### src/rtl/tile_fetch.sv
// Tile graphics read initiator: pixel coordinate -> tilemap ROM -> tile ROM -> in-order FWFT output FIFO.
// Credit-based admission reserves a FIFO slot for every entry in the fixed-latency pipe.
module tile_fetch #(
  parameter int TILE_W     = 16,
  parameter int TILE_H     = 16,
  parameter int MAP_COLS   = 64,
  parameter int MAP_ROWS   = 48,
  parameter int IDX_W      = 8,
  parameter int PIX_W      = 8,
  parameter int TYPE_W     = 2,
  parameter int MEM_LAT    = 2,
  parameter int FIFO_DEPTH = 8,
  parameter int X_W        = 11,
  parameter int Y_W        = 10
) (
  input  logic                                                  vclock,
  input  logic                                                  rst,
  input  logic                                                  req_valid,
  output logic                                                  req_ready,
  input  logic [X_W-1:0]                                        req_x,
  input  logic [Y_W-1:0]                                        req_y,
  output logic [$clog2(MAP_COLS*MAP_ROWS)-1:0]                  map_addr,
  input  logic [IDX_W-1:0]                                      map_data,
  output logic [IDX_W+$clog2(TILE_H)+$clog2(TILE_W)-1:0]        tile_addr,
  input  logic [PIX_W+TYPE_W:0]                                 tile_data,
  output logic                                                  out_valid,
  input  logic                                                  out_ready,
  output logic [PIX_W-1:0]                                      out_pixel,
  output logic [TYPE_W-1:0]                                     out_type,
  output logic                                                  out_transparent,
  output logic                                                  out_oob
);
  localparam int LOG_W  = $clog2(TILE_W);
  localparam int LOG_H  = $clog2(TILE_H);
  localparam int MAP_AW = $clog2(MAP_COLS*MAP_ROWS);
  localparam int STAGES = 2*MEM_LAT+1;
  localparam int PTR_W  = $clog2(FIFO_DEPTH);
  localparam int CNT_W  = $clog2(FIFO_DEPTH+1);

  typedef struct packed {
    logic [LOG_H-1:0] row;
    logic [LOG_W-1:0] col;
  } rc_t;

  typedef struct packed {
    logic [PIX_W-1:0]  pixel;
    logic [TYPE_W-1:0] ttype;
    logic              transparent;
    logic              oob;
  } fifo_entry_t;

  // request split
  logic [X_W-1:0] tile_x;
  logic [Y_W-1:0] tile_y;
  logic [31:0]    lin_addr;
  logic           req_oob;
  logic           accept;

  assign tile_x   = req_x >> LOG_W;
  assign tile_y   = req_y >> LOG_H;
  assign lin_addr = 32'(tile_y) * 32'(MAP_COLS) + 32'(tile_x);
  assign req_oob  = (32'(tile_x) >= 32'(MAP_COLS)) || (32'(tile_y) >= 32'(MAP_ROWS));
  assign accept   = req_valid && req_ready;

  // pipe: vld/oob ride to the FIFO, row/col only until tile address formation
  logic [STAGES:0] vld_pipe;
  logic [STAGES:0] oob_pipe;
  rc_t             rc_pipe [MEM_LAT:0];

  always_ff @(posedge vclock or negedge rst) begin
    if (!rst) begin
      vld_pipe  <= '0;
      map_addr  <= '0;
      tile_addr <= '0;
    end else begin
      vld_pipe <= {vld_pipe[STAGES-1:0], accept};
      if (accept)
        map_addr <= req_oob ? '0 : lin_addr[MAP_AW-1:0];
      if (vld_pipe[MEM_LAT])
        tile_addr <= oob_pipe[MEM_LAT] ? '0
                   : {map_data, rc_pipe[MEM_LAT].row, rc_pipe[MEM_LAT].col};
    end
  end

  always_ff @(posedge vclock) begin
    oob_pipe   <= {oob_pipe[STAGES-1:0], req_oob};
    rc_pipe[0] <= '{row: req_y[LOG_H-1:0], col: req_x[LOG_W-1:0]};
    for (int i = 1; i <= MEM_LAT; i++)
      rc_pipe[i] <= rc_pipe[i-1];
  end

  // output FIFO
  fifo_entry_t        mem [FIFO_DEPTH];
  fifo_entry_t        wr_entry;
  fifo_entry_t        head;
  logic [PTR_W-1:0]   wr_ptr, rd_ptr;
  logic [CNT_W-1:0]   fifo_count, inflight;
  logic [CNT_W:0]     credit_sum;
  logic               fifo_wr, fifo_pop;

  assign fifo_wr  = vld_pipe[STAGES];
  assign fifo_pop = out_valid && out_ready;
  assign wr_entry = oob_pipe[STAGES] ? '{pixel: '0, ttype: '0, transparent: 1'b1, oob: 1'b1}
                                     : fifo_entry_t'({tile_data, 1'b0});

  always_ff @(posedge vclock) begin
    if (fifo_wr)
      mem[wr_ptr] <= wr_entry;
  end

  always_ff @(posedge vclock or negedge rst) begin
    if (!rst) begin
      wr_ptr     <= '0;
      rd_ptr     <= '0;
      fifo_count <= '0;
      inflight   <= '0;
    end else begin
      if (fifo_wr)  wr_ptr <= wr_ptr + PTR_W'(1);
      if (fifo_pop) rd_ptr <= rd_ptr + PTR_W'(1);
      case ({fifo_wr, fifo_pop})
        2'b10:   fifo_count <= fifo_count + CNT_W'(1);
        2'b01:   fifo_count <= fifo_count - CNT_W'(1);
        default: fifo_count <= fifo_count;
      endcase
      case ({accept, fifo_wr})
        2'b10:   inflight <= inflight + CNT_W'(1);
        2'b01:   inflight <= inflight - CNT_W'(1);
        default: inflight <= inflight;
      endcase
    end
  end

  // every accepted entry already owns a FIFO slot, so the pipe never stalls
  assign credit_sum = {1'b0, inflight} + {1'b0, fifo_count};
  assign req_ready  = rst && (credit_sum < (CNT_W+1)'(FIFO_DEPTH));

  assign out_valid       = (fifo_count != '0);
  assign head            = mem[rd_ptr];
  assign out_pixel       = out_valid ? head.pixel       : '0;
  assign out_type        = out_valid ? head.ttype       : '0;
  assign out_transparent = out_valid ? head.transparent : 1'b0;
  assign out_oob         = out_valid ? head.oob         : 1'b0;
endmodule
### config.mk
export PLATFORM = sky130hd
export DESIGN_NAME = tile_fetch
export DESIGN_NICKNAME = d
export VERILOG_FILES = /design/src/rtl/tile_fetch.sv
export SDC_FILE = /design/constraint.sdc
export NUM_CORES = 1
export LEC_CHECK = 0
export BUFFER_PORTS_ARGS = -buffer_cell sky130_fd_sc_hd__buf_2
export CAP_MARGIN = 0
export CORE_MARGIN = 2
export CORE_UTILIZATION = 43
export CTS_CLUSTER_DIAMETER = 30
export DETAILED_ROUTE_END_ITERATION = 6
export PLACE_DENSITY = 0.71
export REMOVE_ABC_BUFFERS = 1
export SKIP_CTS_REPAIR_TIMING = 1
export SLEW_MARGIN = 40
export SYNTH_ARGS = -nofsm -noshare
export SYNTH_HDL_FRONTEND = slang
export SYNTH_SLANG_ARGS = --single-unit
### constraint.sdc
create_clock -name vclock -period 4.61 [get_ports vclock]
set_clock_uncertainty 0.15 [all_clocks]
set_input_delay 0.922 -clock vclock [delete_from_list [all_inputs] [get_ports vclock]]
set_output_delay 0.922 -clock vclock [all_outputs]
set_load 0.01 [all_outputs]
# == Word-level counts from Yosys, hierarchy flattened ==
# Memories as Yosys holds them, arrays and structs flattened.
# Index checks and enable logic that the tools add are counted.
# totals
n_memories,2
out_inout_bits,42
inputBits,44
register_bits,54
elab_cells,43
ramBits,120
# op_classes
eq_ne,4
reduce_logical,7
n_mux,11
order_cmp,3
addsub,8
# memory_table
memory,depth,word_bits,rd,rd_clocked_by_memory_dff,write_ports,line,text
mem,8,12,1,0,1,93,fifo_entry_t mem [FIFO_DEPTH];
rc_pipe,3,8,3,0,3,68,rc_t rc_pipe [MEM_LAT:0];
# op_table
op,count
$mux W12,2
$mux W16,1
$pmux W4 S2,2
$add A12 B7 Y12,1
$add A4 B1 Y4 const B,2
$mux W8,1
$sub A4 B1 Y4 const B,2
$ge A7 B7 Y1 const B,1
$add A3 B1 Y3 const B,2
$ge A6 B6 Y1 const B,1
$add A4 B4 Y5,1
$lt A5 B4 Y1 const B,1
$eq A2 B1 Y1 const B,2
$eq A2 B2 Y1 const B,2
$mux W1,4
$reduce_bool A2 Y1,2
$reduce_bool A4 Y1,1
$logic_and A1 B1 Y1,3
$mux W2,1
$logic_or A1 B1 Y1,1

# == Longest topological paths before layout ==
# depth
depth_word,6
depth_mapped,10
ltp_nobuf,9

# == Worst setup path before layout ==
# Ideal clock, no wire load.
# synth_path
path_kind,input-to-reg
start,input rst
end,register inflight[3]
arrival_ps,2815
setup_time_ps,79
path_stages,9
t_required_ps,4381
path_buffers,1
setup_slack_ps,1566
path_cell_list,nor4b_1 > o211ai_1 > clkbuf_1 > ha_1 > ha_1 > a21oi_1 > a21oi_1 > nor3_1 > xor2_1
# synth_between
elab_chain_cells,4
elab_cells_between_ends,6
classes_between,eq/ne (2); mux (1); reduce/logical (3)
# synth_rtl
element,line,text
from (decl),17,"input logic rst,"
$logic_and A1 B1 Y1 *,135,assign req_ready = rst && (credit_sum < (CNT_W+1)'(FIFO_DEPTH));
$logic_and A1 B1 Y1 *,63,assign accept = req_valid && req_ready;
$eq A2 B1 Y1 or $eq A2 B2 Y1 (tied branches),125,"case ({accept, fifo_wr})"
$pmux W4 S2 or $reduce_bool A2 Y1 (tied branches),n/a,
to (signal assigned),126,2'b10: inflight <= inflight + CNT_W'(1);
to (signal assigned),127,2'b01: inflight <= inflight - CNT_W'(1);
to (signal assigned),128,default: inflight <= inflight;
to (decl),97,"logic [CNT_W-1:0] fifo_count, inflight;"
# Every way passes the cells marked *; elsewhere a longest branch is shown, timed or not.
# A chain may end at the register's enable or synchronous reset.

# == Worst setup path in the final report ==
# layout_path
start,register rd_ptr[0]
end,output out_transparent
# layout_between
elab_chain_cells,2
# layout_rtl
element,line,text
from (decl),96,"logic [PTR_W-1:0] wr_ptr, rd_ptr;"
from (signal assigned),119,if (fifo_pop) rd_ptr <= rd_ptr + PTR_W'(1);
$mem_v2 Z8 W12,n/a,
$mux W1,141,assign out_transparent = out_valid ? head.transparent : 1'b0;
to (decl),30,"output logic out_transparent,"
# Every way passes these cells.

==> metrics.md <==
| Metric | Value |
|---|---|
| Worst Hold Class | `reg2reg` |
| Initial antenna violation count | `2` |
| Data required time of the worst path | `3.54 ns` |
| Standard-cell rows | `45` |
| Fraction of the yosys area taken by sequential cells | `71.86%` |
| Final WL | `roughly 12 mm` |
| IO Count | `86` |
| Unique masters post-synth | `34` |
| RSZ-0062 raised after global routing | `false` |
| Vias in the first global route | `between 3k and 4k` |
| Ant diodes | `0` |
| Dpl ws | `1.504 ns` |
| Hold Slack | `0.1753 ns` |
| Final Wtd Congestion | `0.7182` |
| Area after DPL | `about 0.0072 mm^2` |
| Drt pass-1 iters | `4` |
| Nets | `563` |
| Initial core utilization | `43.36%` |
| Critical path fanouts, max | `24` |
| Most frequent cells in the layout | `96 x edfxtp_1, 85 x buf_2, 46 x dfrtp_1` |
| Total grt overflow | `0` |
| IO Port Bufs | `85` |
| FFs w/ async S/R, synth | `27.59%` |
| Die area | `approximately 0.016 mm^2` |
| Area grow syn2layout | `18.89%` |
| Pin count of the biggest net entering global routing | `just under 50` |
| Final min period | `between 3 and 4 ns` |
| Leak | `0.003108 uW` |
| Core Box Area | `roughly 0.015 mm^2` |
| Syn_area_per_cell | `approximately 16 um^2` |
| Fin crit share | `a little over 70%` |
| Clock Sinks | `174` |
| # H-tree levels | `4` |
| Commonest non-fill, non-tap cell in the layout | `edfxtp_1` |
| Status | `complete, no violations` |
| DRC | `0` |
| Yosys warning total | `0` |
| Pins Over Slew Limit | `0` |
| Post-Synthesis Cell Area | `0.006519 mm^2` |
| Vias per inst | `5.067` |
| WL/cell | `17.25 um` |
| Worst Path Arrival | `2.21 ns` |
| Number of synthesized flops with an enable pin | `96` |
| Util after Layout | `51.55%` |
| VDD IR max | `0.3882 mV` |
| Vias | `3572` |
| Root buffer cell | `clkbuf_16` |
| Clock Latency Late Sink | `0.42 ns` |
| CTS Buf Count | `17` |
| Filler Cell Count | `1209` |
| Cells after Synth | `between 400 and 500` |
| Die width | `around 130 um` |
| Ys flop type | `edfxtp_1` |
| Flops & latches, synth | `174` |
| Clock transition at the registers of the reported paths | `0.06 ns` |
| Final hold vios | `0` |
| # Max-Cap Violations | `0` |
| Final ANT Viol Nets | `0` |
| TritonCTS clock tree | `built` |
| Iter 0 DRT Violations | `208` |
| Design Area, Final | `0.007750 mm^2` |
| Hpwl dp | `7.544 mm` |
| Final worst setup slack | `1.323 ns` |
| Fraction of layout cells with a size suffix above 1 | `30.37%` |
| Critical path capture point type | `output port` |
| PD cells | `607.3 mW/mm^2` |
| GR Util All Layers | `16.19%` |
| # setup viols final | `0` |
| Max-slew headroom | `50.95%` |
| Slew @ Worst Pin | `between 0.7 and 0.8 ns` |
| First-pass GRT wire length | `19.65 mm` |
| Setup TNS | `0 ns` |
| Critical path type | `reg2out` |
| Die Ht | `about 130 um` |
| CP startpoint kind | `flop` |
| Max Freq | `304.3 MHz` |
| CTS Buffer Depth | `2` |
-- logic make-up (layout without fill, tap and decap cells) --
group,count (synthesis),in the layout,synth area share (%)
compound gates,52,52,4.856
buf+inv,43,155,2.783
fa+ha+maj,15,15,3.109
mux,28,28,8.944
flops,174,174,71.86
simple gates,81,81,6.833
xor+xnor,12,12,1.612
-- worst max-delay path: stages (launching register included) --
cell and delay, ns:
dfrtp_1 0.38, buf_4 0.44, mux4_2 0.57, a22o_1 0.25
buf_2 0.14
-- flip-flops by register name, summed over array words and instances, names as in the netlist --
name	cells
mem	96
rc_pipe	24
tile_addr	16
map_addr	12
oob_pipe	6
vld_pipe	6
fifo_count	4
inflight	4
rd_ptr	3
wr_ptr	3
-- final timing paths --
path	startpoint	end	slack (ns)	cells past startpoint
setup reg to reg	fifo_count[3]	inflight[3]	1.80	9
min in group asynchronous	rst	fifo_count[3]	0.50	2
hold reg to reg	oob_pipe[0]	oob_pipe[1]	0.18	0
max in group asynchronous	rst	vld_pipe[2]	3.37	2
hold / removal	oob_pipe[0]	oob_pipe[1]	0.18	0
setup / recovery	rd_ptr[0]	out_transparent	1.32	4
-- power breakdown --
part / leakage [uW] / switching [uW] / internal, uW
combinational: 0.00108 / 653 / 624
sequential: 0.00175 / 211 / 1880
clock: 0.000277 / 567 / 772
-- layer usage --
| metal | GRT usage, % | routed length, um | vias up |
|---|---|---|---|
| li1 | - | - | 1681 |
| met1 | 20.35 | 5270 | 1771 |
| met2 | 26.28 | 5928 | 103 |
| met3 | 6.491 | 808 | 15 |
| met4 | 4.460 | 142 | 2 |
| met5 | 0 | 13 | - |
-- synth_stat cells (2+ instances only) --
cell type / n / area share (%)
dfxtp_1: 30 / 9.2
xor2_1: 6 / 0.81
nand3b_1: 16 / 1.8
clkbuf_1: 10 / 0.58
nor2_1: 8 / 0.46
nand3_1: 4 / 0.31
ha_1: 13 / 2.5
fa_1: 2 / 0.61
xnor2_1: 6 / 0.81
o31ai_1: 2 / 0.23
inv_1: 27 / 1.6
edfxtp_1: 96 / 44
buf_6: 2 / 0.35
mux2_2: 2 / 0.35
nor2b_1: 11 / 1.1
nor3_1: 4 / 0.31
nor4b_1: 2 / 0.27
a21oi_1: 7 / 0.54
nand2b_1: 3 / 0.29
and3_1: 3 / 0.29
buf_2: 4 / 0.31
a22o_1: 12 / 1.6
dfrtp_1: 48 / 18
nand2_1: 26 / 1.5
o21ai_0: 28 / 2.1
mux4_2: 24 / 8.3
mux2i_1: 2 / 0.31
-- per-stage QoR --
| step | power, uW | cells |
|---|---|---|
| 2_1_floorplan | 2930 | 389 |
| 3_3_place_gp | 3366 | 673 |
| 3_5_place_dp | 3420 | 673 |
| 4_1_cts | 4764 | 705 |
| 5_1_grt | 4978 | 705 |
| 6_report | 4707 | 705 |
-- final cells by class --
| class | count | area [um^2] | share of cell area [%] |
|---|---|---|---|
| timing repair buffer | 96 | 508.0 | 6.555 |
| clock buffer | 25 | 508.0 | 6.555 |
| inverter | 27 | 101.3 | 1.308 |
| clock inverter | 7 | 53.80 | 0.6942 |
| multi-input combinational | 188 | 1655 | 21.36 |
| sequential | 174 | 4688 | 60.49 |
| tap | 188 | 235.2 | 3.035 |
Note: power is estimated with default switching activity, not from simulation.
